==> src/rtl/addr_reg_pkg.sv <==
// Shared op codes for the address register bank.
package addr_reg_pkg;

    localparam int unsigned OP_W = 3;

    localparam logic [OP_W-1:0] OP_NOP        = 3'd0;
    localparam logic [OP_W-1:0] OP_LOAD       = 3'd1;
    localparam logic [OP_W-1:0] OP_INC        = 3'd2;
    localparam logic [OP_W-1:0] OP_DEC        = 3'd3;
    localparam logic [OP_W-1:0] OP_INCS       = 3'd4;
    localparam logic [OP_W-1:0] OP_DECS       = 3'd5;
    localparam logic [OP_W-1:0] OP_COMMIT     = 3'd6;
    localparam logic [OP_W-1:0] OP_COMMIT_ALL = 3'd7;

endpackage

==> src/rtl/addr_reg_alu.sv <==
// Unit/stride incrementer-decrementer for the address bank.
// ADDR_REG_SAT_EN selects clamping instead of modulo wrap-around.
module addr_reg_alu
    import addr_reg_pkg::*;
#(
    parameter int unsigned WIDTH  = 18,
    parameter int unsigned STRIDE = 256
) (
    input  logic [WIDTH-1:0] a,
    input  logic [OP_W-1:0]  op,
    output logic [WIDTH-1:0] result,
    output logic             flag
);

    localparam logic [WIDTH-1:0] STEP_S = WIDTH'(STRIDE);

    logic             dec;
    logic [WIDTH-1:0] step;
    logic [WIDTH:0]   sum;
    logic [WIDTH:0]   diff;
    logic [WIDTH-1:0] raw;

    always_comb begin
        dec  = (op == OP_DEC) || (op == OP_DECS);
        step = ((op == OP_INCS) || (op == OP_DECS)) ? STEP_S : WIDTH'(1);
        sum  = {1'b0, a} + {1'b0, step};
        diff = {1'b0, a} - {1'b0, step};
        // Top bit of the extended result is carry (add) or borrow (sub).
        if (dec) begin
            flag = diff[WIDTH];
            raw  = diff[WIDTH-1:0];
        end else begin
            flag = sum[WIDTH];
            raw  = sum[WIDTH-1:0];
        end
`ifdef ADDR_REG_SAT_EN
        result = flag ? (dec ? '0 : '1) : raw;
`else
        result = raw;
`endif
    end

endmodule

==> src/rtl/addr_reg_bank.sv <==
// Bank of NCH shadowed address registers, falling-edge clocked, with explicit commit.
// ADDR_REG_SAT_EN makes step ops saturate instead of wrapping.
module addr_reg_bank
    import addr_reg_pkg::*;
#(
    parameter int unsigned WIDTH     = 18,
    parameter int unsigned NCH       = 4,
    parameter int unsigned STRIDE    = 256,
    parameter int unsigned RESET_VAL = 7
) (
    input  logic                     clk,
    input  logic                     rst,
    input  logic                     en,
    input  logic [$clog2(NCH)-1:0]   sel,
    input  logic [OP_W-1:0]          op,
    input  logic [WIDTH-1:0]         bus_in,
    output logic [NCH*WIDTH-1:0]     data,
    output logic [WIDTH-1:0]         rd_data,
    output logic [NCH-1:0]           pending,
    output logic                     wrap
);

    localparam logic [WIDTH-1:0] RST_V = WIDTH'(RESET_VAL);

    logic [WIDTH-1:0] data_q   [NCH];
    logic [WIDTH-1:0] data_d   [NCH];
    logic [WIDTH-1:0] shadow_q [NCH];
    logic [WIDTH-1:0] shadow_d [NCH];
    logic [NCH-1:0]   pending_q, pending_d;
    logic             wrap_q, wrap_d;

    logic             sel_ok;
    logic             is_arith;
    logic [WIDTH-1:0] src;
    logic [WIDTH-1:0] alu_res;
    logic             alu_flag;

    // Non-power-of-two NCH leaves sel codes with no channel behind them.
    assign sel_ok   = 32'(sel) < NCH;
    assign is_arith = (op == OP_INC) || (op == OP_DEC) || (op == OP_INCS) || (op == OP_DECS);

    always_comb begin
        src     = '0;
        rd_data = '0;
        if (sel_ok) begin
            src     = pending_q[sel] ? shadow_q[sel] : data_q[sel];
            rd_data = data_q[sel];
        end
    end

    addr_reg_alu #(
        .WIDTH  (WIDTH),
        .STRIDE (STRIDE)
    ) u_alu (
        .a      (src),
        .op     (op),
        .result (alu_res),
        .flag   (alu_flag)
    );

    always_comb begin
        data_d    = data_q;
        shadow_d  = shadow_q;
        pending_d = pending_q;
        wrap_d    = 1'b0;
        if (en && sel_ok) begin
            case (op)
                OP_LOAD: begin
                    shadow_d[sel]  = bus_in;
                    pending_d[sel] = 1'b1;
                end
                OP_INC, OP_DEC, OP_INCS, OP_DECS: begin
                    shadow_d[sel]  = alu_res;
                    pending_d[sel] = 1'b1;
                    wrap_d         = alu_flag && is_arith;
                end
                OP_COMMIT: begin
                    if (pending_q[sel]) begin
                        data_d[sel]    = shadow_q[sel];
                        pending_d[sel] = 1'b0;
                    end
                end
                OP_COMMIT_ALL: begin
                    for (int k = 0; k < int'(NCH); k++) begin
                        if (pending_q[k]) begin
                            data_d[k] = shadow_q[k];
                        end
                    end
                    pending_d = '0;
                end
                default: ;
            endcase
        end
    end

    always_ff @(negedge clk or posedge rst) begin
        if (rst) begin
            for (int k = 0; k < int'(NCH); k++) begin
                data_q[k]   <= RST_V;
                shadow_q[k] <= RST_V;
            end
            pending_q <= '0;
            wrap_q    <= 1'b0;
        end else begin
            data_q    <= data_d;
            shadow_q  <= shadow_d;
            pending_q <= pending_d;
            wrap_q    <= wrap_d;
        end
    end

    for (genvar k = 0; k < int'(NCH); k++) begin : g_data
        assign data[k*WIDTH +: WIDTH] = data_q[k];
    end

    assign pending = pending_q;
    assign wrap    = wrap_q;

endmodule

==> config.mk <==
export PLATFORM = sky130hd
export DESIGN_NAME = addr_reg_bank
export DESIGN_NICKNAME = d
export VERILOG_FILES = /design/src/rtl/addr_reg_pkg.sv /design/src/rtl/addr_reg_alu.sv /design/src/rtl/addr_reg_bank.sv
export SDC_FILE = /design/constraint.sdc
export NUM_CORES = 1
export LEC_CHECK = 0
export BUFFER_PORTS_ARGS = -buffer_cell sky130_fd_sc_hd__buf_2
export CAP_MARGIN = 0
export CORE_UTILIZATION = 55
export DETAILED_ROUTE_END_ITERATION = 8
export PLACE_DENSITY = 0.77
export REMOVE_ABC_BUFFERS = 1
export SLEW_MARGIN = 10
export SYNTH_ARGS = -nofsm -noshare
export SYNTH_HDL_FRONTEND = slang
export SYNTH_SLANG_ARGS = --single-unit
==> constraint.sdc <==
create_clock -name clk -period 4.9 [get_ports clk]
set_input_delay 0 -clock clk [delete_from_list [all_inputs] [get_ports clk]]
set_output_delay 0 -clock clk [all_outputs]
set_load 0.01 [all_outputs]
==> results of run 1 <==
==> placed cells by master, fill, tap and decap left out, types with 5 or more instances in the layout <==
cell	n
buf_2	118
nand3_1	9
nand2_1	209
nor2b_1	5
nor2_1	35
dfrtn_1	125
buf_4	122
a21oi_1	21
xnor2_1	7
o21ai_2	8
bufinv_16	6
o21ai_1	10
mux4_2	33
nor3_1	8
dfstp_2	24
clkbuf_16	17
buf_12	6
mux2_2	38
o21ai_0	97
inv_1	32
mux2i_1	11
nand2b_1	5
==> power by group through the flow <==
stage / Clock, W / Sequential [W] / Combinational (W)
2_1_floorplan: 0.0000312 / 0.00199 / 0.00109
5_1_grt: 0.00164 / 0.00207 / 0.00238
3_5_place_dp: 0.0000312 / 0.00201 / 0.00196
3_3_place_gp: 0.0000312 / 0.00199 / 0.00191
4_1_cts: 0.00157 / 0.00201 / 0.00207
6_report: 0.00156 / 0.00203 / 0.00221
==> sequential cells by signal, summed over array words and instances (netlist names) <==
register / count
data: 72
pending: 4
shadow_q: 72
wrap: 1
==> logic make-up after synthesis <==
family	share of synthesized area
flip-flops	0.465
multiplexers	0.178
buffers and inverters	0.0308
AO/OA/AOI/OAI	0.138
adder cells (fa/ha/maj)	0.00929
AND/OR/NAND/NOR	0.167
XOR/XNOR	0.0119
==> metal layers <==
metal | global-route usage | up-vias | part of all wire
li1 | - | 3391 | -
met1 | 0.458 | 3756 | 0.40
met2 | 0.593 | 448 | 0.48
met3 | 0.0881 | 88 | 0.081
met4 | 0.169 | 0 | 0.041
met5 | 0 | - | 0
==> area by class of cell <==
cell class	instances	area, um^2
clock inverter	36	310
sequential	149	3760
inverter	9	38.8
timing repair buffer	249	1660
fill	936	3340
clock buffer	20	437
tap	180	225
multi-input combinational	603	4320
==> path summary, 6_finish.rpt <==
check,startpoint,endpoint,slack (ns),depth (start not counted)
worst max-delay path,sel[0],shadow_q[16],-0.16,12
worst min-delay path,data[14],data[14],0.44,2
worst max register to register,data[54],shadow_q[16],1.62,11
worst min register to register,data[14],data[14],0.44,2
max in group asynchronous,rst,data[54],2.02,3
min in group asynchronous,rst,data[29],2.01,2
==> per-stage QoR <==
step           total power (W)  TNS (ns)  setup WS, ns   util
2_1_floorplan          0.00310   -206.36         -1.36      -
3_3_place_gp           0.00393    -33.81        -0.725  0.684
3_5_place_dp           0.00400    -38.65        -0.872  0.684
4_1_cts                0.00564     -2.40        -0.152  0.750
5_1_grt                0.00608     -5.97        -0.245  0.763
6_report               0.00580     -2.68        -0.164  0.763
==> worst register-to-register path: stages (launching register included) <==
cell,delay [ns]
dfstp_2,0.38
mux4_2,0.51
mux2i_2,0.21
ha_2,0.24
ha_4,0.13
or4b_4,0.48
a221oi_4,0.30
buf_4,0.17
o21ai_4,0.08
o221a_1,0.23
or3_4,0.37
o21ai_2,0.15
==> what timing repair did <==
action                     in CTS  in global routing
gates resized for setup        32                 28
cloned                          0                  0
setup endpoints to repair      52                 57
buffers inserted                4                  7
pin swaps                      18                 21
==> results.sh, run 1 <==
export IMPL_fin_nets=1085
export IMPL_ys_top_cells_by_area="dfrtn_1 39%, nand2_1 9.7%, mux4_2 9.2%"
export IMPL_fin_ws_ns=-0.164
export IMPL_grt_pass1_wl_um=40200
export IMPL_p_seq_frac=0.350
export IMPL_worst_hold_path_type="reg2reg"
export IMPL_synth_flop_cell="dfrtn_1"
export IMPL_hold_slack_ns=0.444
export IMPL_slowest_delay_ns=0.54
export IMPL_avgSynthCellArea_um2=9.98
export IMPL_fp_dieArea_mm2=0.0152
export IMPL_cp_required_ns=2.87
export IMPL_netlist_top_cell_by_area="dfrtn_1"
export IMPL_path_buf_inv=2
export IMPL_grt_max_degree=72
export IMPL_h_tree_depth=4
export IMPL_path_cells="buf_12, mux4_2, mux2i_2, ha_2, ha_4, or4b_4, a221oi_4, buf_4, o21ai_4, o221a_1, or3_4, o21ai_2"
export IMPL_synthTopCellsByCount="209 x nand2_1, 125 x dfrtn_1, 102 x o21ai_0, 41 x mux2_2, 37 x clkbuf_1"
export IMPL_drive_gt1_frac=0.395
export IMPL_final_cells=1246
export IMPL_die_h_um=123
export IMPL_slowest_stage="mux4_2"
export IMPL_placed_area_mm2=0.00964
export IMPL_synth_edf_count=0
export IMPL_cp_end_kind="flip-flop"
export IMPL_clk_path_buf_depth=2
export IMPL_syn_cell_area_mm2=0.00808
export IMPL_async_reset_ff_frac=1.00
export IMPL_worstPathArrival_ns=3.04
export IMPL_crit_family="simple AND/OR/NAND/NOR gates"
export IMPL_hold_viol=0
export IMPL_routedWlPerCell_um=21.0
export IMPL_io_buffers=120
export IMPL_antenna_cells=0
export IMPL_cellInternalPower_w=0.00378
export IMPL_setup_viol=30
export IMPL_gr_total_overflow=0
export IMPL_drt_iter0_markers=675
export IMPL_coreArea_mm2=0.0141
export IMPL_violations="negative setup slack"
export IMPL_final_antenna_net_count=0
export IMPL_row_count=43
export IMPL_cts_buffers=17
export IMPL_ys_ff_latch=149
export IMPL_tightest_slew_ns=0.663
export IMPL_slew_headroom=0.558
export IMPL_critPathKind="in2reg"
export IMPL_dp_cells=1180
export IMPL_die_w_um=123
export IMPL_synth_cell_types=67
export IMPL_dp_hpwl_um=17700
export IMPL_gp_congestion=0.963
export IMPL_clockPowerShare=0.269
export IMPL_via_per_inst=6.17
export IMPL_yosysMostFrequentCell="nand2_1"
export IMPL_status="finished with violations"
export IMPL_cts_sinks=149
export IMPL_cts_tree="done"
export IMPL_ctsHoldBuffers=0
export IMPL_rsz0062_at_grt="true"
export IMPL_area_growth_pct=33.1
export IMPL_syn_inst=810
export IMPL_synth_top_area_share=0.387
export IMPL_clock_root_buffer="clkbuf_16"
export IMPL_p_sw_frac=0.349
export IMPL_insertion_delay_ns=0.48
export IMPL_power_switching_w=0.00202
export IMPL_grt_usage=0.364
export IMPL_drv_cap=0
export IMPL_path_clk_slew_ns=0.04
export IMPL_p_comb_frac=0.381
export IMPL_antenna_found_initial=0
export IMPL_wl_um=26100
export IMPL_fin_area_mm2=0.0108
export IMPL_drv_slew=0
export IMPL_start_util=0.573
export IMPL_grt_pass1_vias=7538
export IMPL_drtPass1Iterations=5
export IMPL_crit_path_max_fanout=7
export IMPL_power_leakage_nw=5.09
export IMPL_clock_skew_ns=0.0718
export IMPL_synth_seq_area_share=0.465
export IMPL_drc=0
export IMPL_via_count=7683
export IMPL_vdd_drop_max_mv=0.350
export IMPL_ys_warn_count=0
export IMPL_start_kind="input pin"
export IMPL_io_pins=121
export IMPL_powerDensity_mw_per_mm2=539
No activity file was read; power rests on OpenSTA's default activity.
==> run 2, diff against run 1 <==
--- a/config.mk
+++ b/config.mk
@@ -8,8 +8,9 @@
 export BUFFER_PORTS_ARGS = -buffer_cell sky130_fd_sc_hd__buf_2
 export CAP_MARGIN = 0
 export CORE_UTILIZATION = 55
+export CTS_BUF_LIST = sky130_fd_sc_hd__clkbuf_8
 export DETAILED_ROUTE_END_ITERATION = 8
-export PLACE_DENSITY = 0.77
+export PLACE_DENSITY = 0.79
 export REMOVE_ABC_BUFFERS = 1
 export SLEW_MARGIN = 10
 export SYNTH_ARGS = -nofsm -noshare
==> run 2 against run 1 <==
The flow still finishes with violations (negative setup slack). Sequential share of layout area up 0.93 points. Core utilization down 2.0 points. Worst setup slack worse by 0.044 ns. Wire length down 3.8%. Die area unchanged. Clock skew down 0.00076 ns. Critical path type unchanged.
==> results.sh, run 2 (synthesized netlist as in run 1, its figures left out) <==
export IMPL_cellInternalPower_w=0.00327
export IMPL_violations="negative setup slack"
export IMPL_grt_pass1_wl_um=38600
export IMPL_final_common_cell="nand2_1"
export IMPL_cp_end_kind="flip-flop"
export IMPL_final_core_util=0.743
export IMPL_io_pins=121
export IMPL_drt_iter0_markers=577
export IMPL_fp_dieArea_mm2=0.0152
export IMPL_hold_path_endpoint="data[67]"
export IMPL_crit_path_max_fanout=7
export IMPL_drv_slew=0
export IMPL_worstPathArrival_ns=2.92
export IMPL_p_sw_frac=0.370
export IMPL_start_kind="input pin"
export IMPL_r2r_slack_ns=1.56
export IMPL_drc=0
export IMPL_slew_headroom=0.476
export IMPL_hold_slack_ns=0.441
export IMPL_drive_gt1_frac=0.399
export IMPL_insertion_delay_ns=0.47
export IMPL_path_clk_slew_ns=0.05
export IMPL_clock_skew_ns=0.0710
export IMPL_powerDensity_mw_per_mm2=496
export IMPL_p_seq_frac=0.386
export IMPL_gp_congestion=0.979
export IMPL_ctsHoldBuffers=0
export IMPL_h_tree_depth=4
export IMPL_fin_area_mm2=0.0105
export IMPL_gr_total_overflow=0
export IMPL_cts_buffers=17
export IMPL_antenna_cells=0
export IMPL_status="finished with violations"
export IMPL_pre_cts_ws_ns=-0.992
export IMPL_io_buffers=120
export IMPL_cts_tree="done"
export IMPL_row_count=43
export IMPL_power_switching_w=0.00192
export IMPL_clk_path_buf_depth=2
export IMPL_min_from="data[67]"
export IMPL_via_per_inst=6.05
export IMPL_p_comb_frac=0.423
export IMPL_rr_startpoint="pending[3]"
export IMPL_die_h_um=123
export IMPL_grt_usage=0.348
export IMPL_wl_um=25100
export IMPL_timing_rr_end="shadow_q[28]"
export IMPL_critPathKind="in2reg"
export IMPL_grt_max_degree=71
export IMPL_vdd_drop_max_mv=0.388
export IMPL_drtPass1Iterations=5
export IMPL_drv_cap=0
export IMPL_antenna_found_initial=0
export IMPL_clock_root_buffer="clkbuf_8"
export IMPL_final_antenna_net_count=0
export IMPL_coreArea_mm2=0.0141
export IMPL_whs_path_depth=2
export IMPL_fin_tns_setup_ns=-3.60
export IMPL_via_count=7574
export IMPL_die_w_um=123
export IMPL_power_leakage_nw=4.97
export IMPL_dp_hpwl_um=17300
export IMPL_fin_ws_ns=-0.209
export IMPL_area_growth_pct=29.6
export IMPL_worst_hold_path_type="reg2reg"
export IMPL_tightest_slew_ns=0.784
export IMPL_start_util=0.573
export IMPL_placed_area_mm2=0.00959
export IMPL_rsz0062_at_grt="true"
export IMPL_clockPowerShare=0.191
export IMPL_grt_pass1_vias=7192
export IMPL_reg2reg_depth=12
export IMPL_setup_viol=25
export IMPL_fin_nets=1090
export IMPL_hold_viol=0
export IMPL_cp_required_ns=2.71
export IMPL_final_cell_mix="208 x nand2_1, 129 x buf_4, 125 x dfrtn_1, 118 x buf_2, 96 x o21ai_0"
export IMPL_cts_sinks=149
export IMPL_routedWlPerCell_um=20.1
[run 2: cell types whose count changed in the layout (fill, tap and decap cells not counted), moves of 3 or more]
cell        previous run  this run
inv_1                 32        35
bufinv_16              6         2
buf_4                122       129
o21ai_1               10        13
clkbuf_8               0        17
clkinvlp_4             2         5
clkbuf_1               3         0
buf_12                 6         2
clkbuf_16             17         0
[run 2: worst max-delay path, stage by stage]
cell      delay, ns
buf_16         0.11
mux4_2         0.55
mux2i_2        0.24
ha_2           0.25
ha_4           0.14
or4b_4         0.50
a221oi_4       0.32
buf_4          0.17
nand2b_4       0.12
a32oi_2        0.10
xnor2_1        0.19
buf_4          0.16
o21ai_1        0.06
[run 2: worst max path at each step]
stage,start,to,slack [ns],cells past startpoint
floorplan,rst,data[10],-1.36,1
global placement,sel[0],shadow_q[68],-0.90,11
detailed placement,sel[0],shadow_q[70],-0.99,11
CTS,sel[0],shadow_q[8],-0.10,12
global route,sel[0],shadow_q[28],-0.30,13
finish,sel[0],shadow_q[28],-0.21,13
[run 2: what timing repair did]
action,CTS,global route
resized for setup,25,35
buffers inserted,10,9
setup endpoints to repair,57,50
pin swaps,8,17
[run 2: routing by layer]
layer,track usage,vias up,wire [um]
met4,0.186,0,1070
met1,0.452,3697,9910
met5,0,-,0
met3,0.0733,67,2160
li1,-,3405,-
met2,0.548,405,12000
[run 2: cell type report]
cell class | count | area [um^2]
Clock buffer | 17 | 234
Sequential cell | 149 | 3760
Fill cell | 1028 | 3620
Inverter | 9 | 38.8
Multi-Input combinational cell | 603 | 4320
Clock inverter | 39 | 225
Timing Repair Buffer | 254 | 1680
Tap cell | 180 | 225
[run 2: power groups by stage]
| stage | Clock [W] | Sequential (W) | Combinational, W |
|---|---|---|---|
| after CTS | 0.00100 | 0.00199 | 0.00205 |
| after detailed placement | 0.0000312 | 0.00201 | 0.00195 |
| final | 0.000991 | 0.00201 | 0.00220 |
| after floorplan | 0.0000312 | 0.00199 | 0.00109 |
| after global placement | 0.0000312 | 0.00199 | 0.00189 |
| after global routing | 0.00108 | 0.00205 | 0.00239 |
[run 2: per-stage QoR]
step / power, W / std cells
3_3_place_gp: 0.00391 / 1178
2_1_floorplan: 0.00310 / 762
4_1_cts: 0.00505 / 1243
5_1_grt: 0.00551 / 1251
3_5_place_dp: 0.00399 / 1178
6_report: 0.00519 / 1251
==> run 3, diff against run 2 <==
--- a/config.mk
+++ b/config.mk
@@ -7,10 +7,11 @@
 export LEC_CHECK = 0
 export BUFFER_PORTS_ARGS = -buffer_cell sky130_fd_sc_hd__buf_2
 export CAP_MARGIN = 0
-export CORE_UTILIZATION = 55
+export CORE_UTILIZATION = 25
 export CTS_BUF_LIST = sky130_fd_sc_hd__clkbuf_8
 export DETAILED_ROUTE_END_ITERATION = 8
-export PLACE_DENSITY = 0.79
+export GPL_TIMING_DRIVEN = 0
+export PLACE_DENSITY = 0.43
 export REMOVE_ABC_BUFFERS = 1
 export SLEW_MARGIN = 10
 export SYNTH_ARGS = -nofsm -noshare
==> run 3 against run 2 <==
The flow still finishes with violations (negative setup slack). Register-to-register slack got worse by 0.22 ns. Count of clock-buffer cells in the layout rose by 1. Sequential share of layout area fell by 0.61 points. Critical path depth did not move. Combinational power fell by 2%. Via count fell by 7.0%. Hold slack improved by 0.0053 ns. Wire length rose by 19%. Final cell count rose by 11%. Clock skew rose by 0.0091 ns. Flip-flop and latch count did not move. Critical path type unchanged. Critical endpoint is now shadow_q[30].
==> results.sh, run 3 (synthesized netlist as in run 1, its figures left out) <==
export IMPL_setup_viol=50
export IMPL_area_growth_pct=31.9
export IMPL_insertion_delay_ns=0.48
export IMPL_r2r_slack_ns=1.34
export IMPL_h_tree_depth=4
export IMPL_cp_required_ns=2.70
export IMPL_powerDensity_mw_per_mm2=489
export IMPL_coreArea_mm2=0.0317
export IMPL_drv_cap=0
export IMPL_fin_nets=1004
export IMPL_row_count=65
export IMPL_path_clk_slew_ns=0.06
export IMPL_clock_root_buffer="clkbuf_8"
export IMPL_die_h_um=182
export IMPL_fill_cells=3239
export IMPL_grt_pass1_vias=7020
export IMPL_drc=0
export IMPL_final_common_cell="nand2_1"
export IMPL_finalPower_w=0.00521
export IMPL_cp_end_kind="flip-flop"
export IMPL_io_buffers=120
export IMPL_grt_pass1_wl_um=44700
export IMPL_die_w_um=182
export IMPL_via_per_inst=5.08
export IMPL_wl_um=29900
export IMPL_crit_path_max_fanout=5
export IMPL_worst_hold_path_type="reg2reg"
export IMPL_fin_ws_ns=-0.400
export IMPL_antenna_cells=0
export IMPL_regArea_mm2=0.00376
export IMPL_final_antenna_net_count=0
export IMPL_drtPass1Iterations=5
export IMPL_cts_tree="done"
export IMPL_rsz0062_at_grt="true"
export IMPL_grt_usage=0.184
export IMPL_via_count=7046
export IMPL_drv_slew=0
export IMPL_cts_sinks=149
export IMPL_slew_headroom=0.234
export IMPL_io_pins=121
export IMPL_final_cells=1387
export IMPL_tightest_slew_ns=1.15
export IMPL_clk_path_buf_depth=2
export IMPL_clock_skew_ns=0.0801
export IMPL_start_util=0.255
export IMPL_fin_tns_setup_ns=-12.96
export IMPL_dp_hpwl_um=18100
export IMPL_routedWlPerCell_um=21.5
export IMPL_start_kind="input pin"
export IMPL_status="finished with violations"
export IMPL_fp_dieArea_mm2=0.0330
export IMPL_gr_total_overflow=0
export IMPL_gp_congestion=0.741
export IMPL_final_core_util=0.336
export IMPL_hold_slack_ns=0.446
export IMPL_violations="negative setup slack"
export IMPL_multiInputGateArea_mm2=0.00466
export IMPL_vdd_drop_max_mv=0.213
export IMPL_hold_viol=0
export IMPL_dp_cells=1291
export IMPL_drt_iter0_markers=448
export IMPL_cts_buffers=17
export IMPL_worstPathArrival_ns=3.10
export IMPL_grt_max_degree=81
export IMPL_power_leakage_nw=4.75
export IMPL_drive_gt1_frac=0.380
export IMPL_critPathKind="in2reg"
export IMPL_final_cell_mix="201 x nand2_1, 125 x dfrtn_1, 118 x buf_2, 89 x o21ai_0, 39 x mux2_2"
export IMPL_antenna_found_initial=3
## run 3: final timing paths
path                                      to        from  cells after the start
worst max-delay path            shadow_q[30]      sel[0]                     13
worst min-delay path                data[13]    data[13]                      2
worst max register to register  shadow_q[30]  pending[3]                     11
worst min register to register      data[13]    data[13]                      2
max in group asynchronous       shadow_q[36]         rst                      3
min in group asynchronous            data[7]         rst                      2
## run 3: final cells by class
cell class / count / share of cell area
Multi-Input combinational cell: 607 / 0.437
Clock inverter: 38 / 0.0209
Tap cell: 402 / 0.0472
Clock buffer: 18 / 0.0232
Inverter: 9 / 0.00411
Sequential cell: 149 / 0.353
Timing Repair Buffer: 164 / 0.115
## run 3: stage by stage
stage	cell area [um^2]	worst slack, ns
floorplan	7870	-1.36
global placement	8970	-3.52
detailed placement	9190	-2.15
CTS	10400	-0.360
global route	10700	-0.465
finish	10700	-0.400
## run 3: power by group
| part | internal, W | switching (W) |
|---|---|---|
| sequential | 0.00169 | 0.000319 |
| combinational | 0.00101 | 0.00114 |
| clock | 0.000453 | 0.000599 |
| total | 0.00315 | 0.00206 |
## run 3: routing by layer
metal / global-route usage / vias up / wire length, um
li1: - / 3247 / -
met1: 0.256 / 3510 / 13700
met2: 0.290 / 239 / 13900
met3: 0.0355 / 44 / 1730
met4: 0.0522 / 6 / 563
met5: 0 / - / 43
## run 3: critical path, cell delays in order
cell and delay [ns]:
buf_16 0.08, buf_16 0.12, mux4_4 0.70, mux2i_4 0.25, ha_4 0.18, ha_4 0.13, or4b_4 0.49, a221oi_4 0.33
buf_6 0.16, o21ai_4 0.08, a2bb2oi_1 0.18, xnor2_2 0.26, o21ai_1 0.12
## run 3: timing repair
item                                    in CTS  in global routing
resized for setup                           79                 31
cloned                                       6                  1
hold buffers                                 0                  0
buffers inserted                            22                 12
pin swaps                                   28                 19
endpoints found under the setup margin     140                102
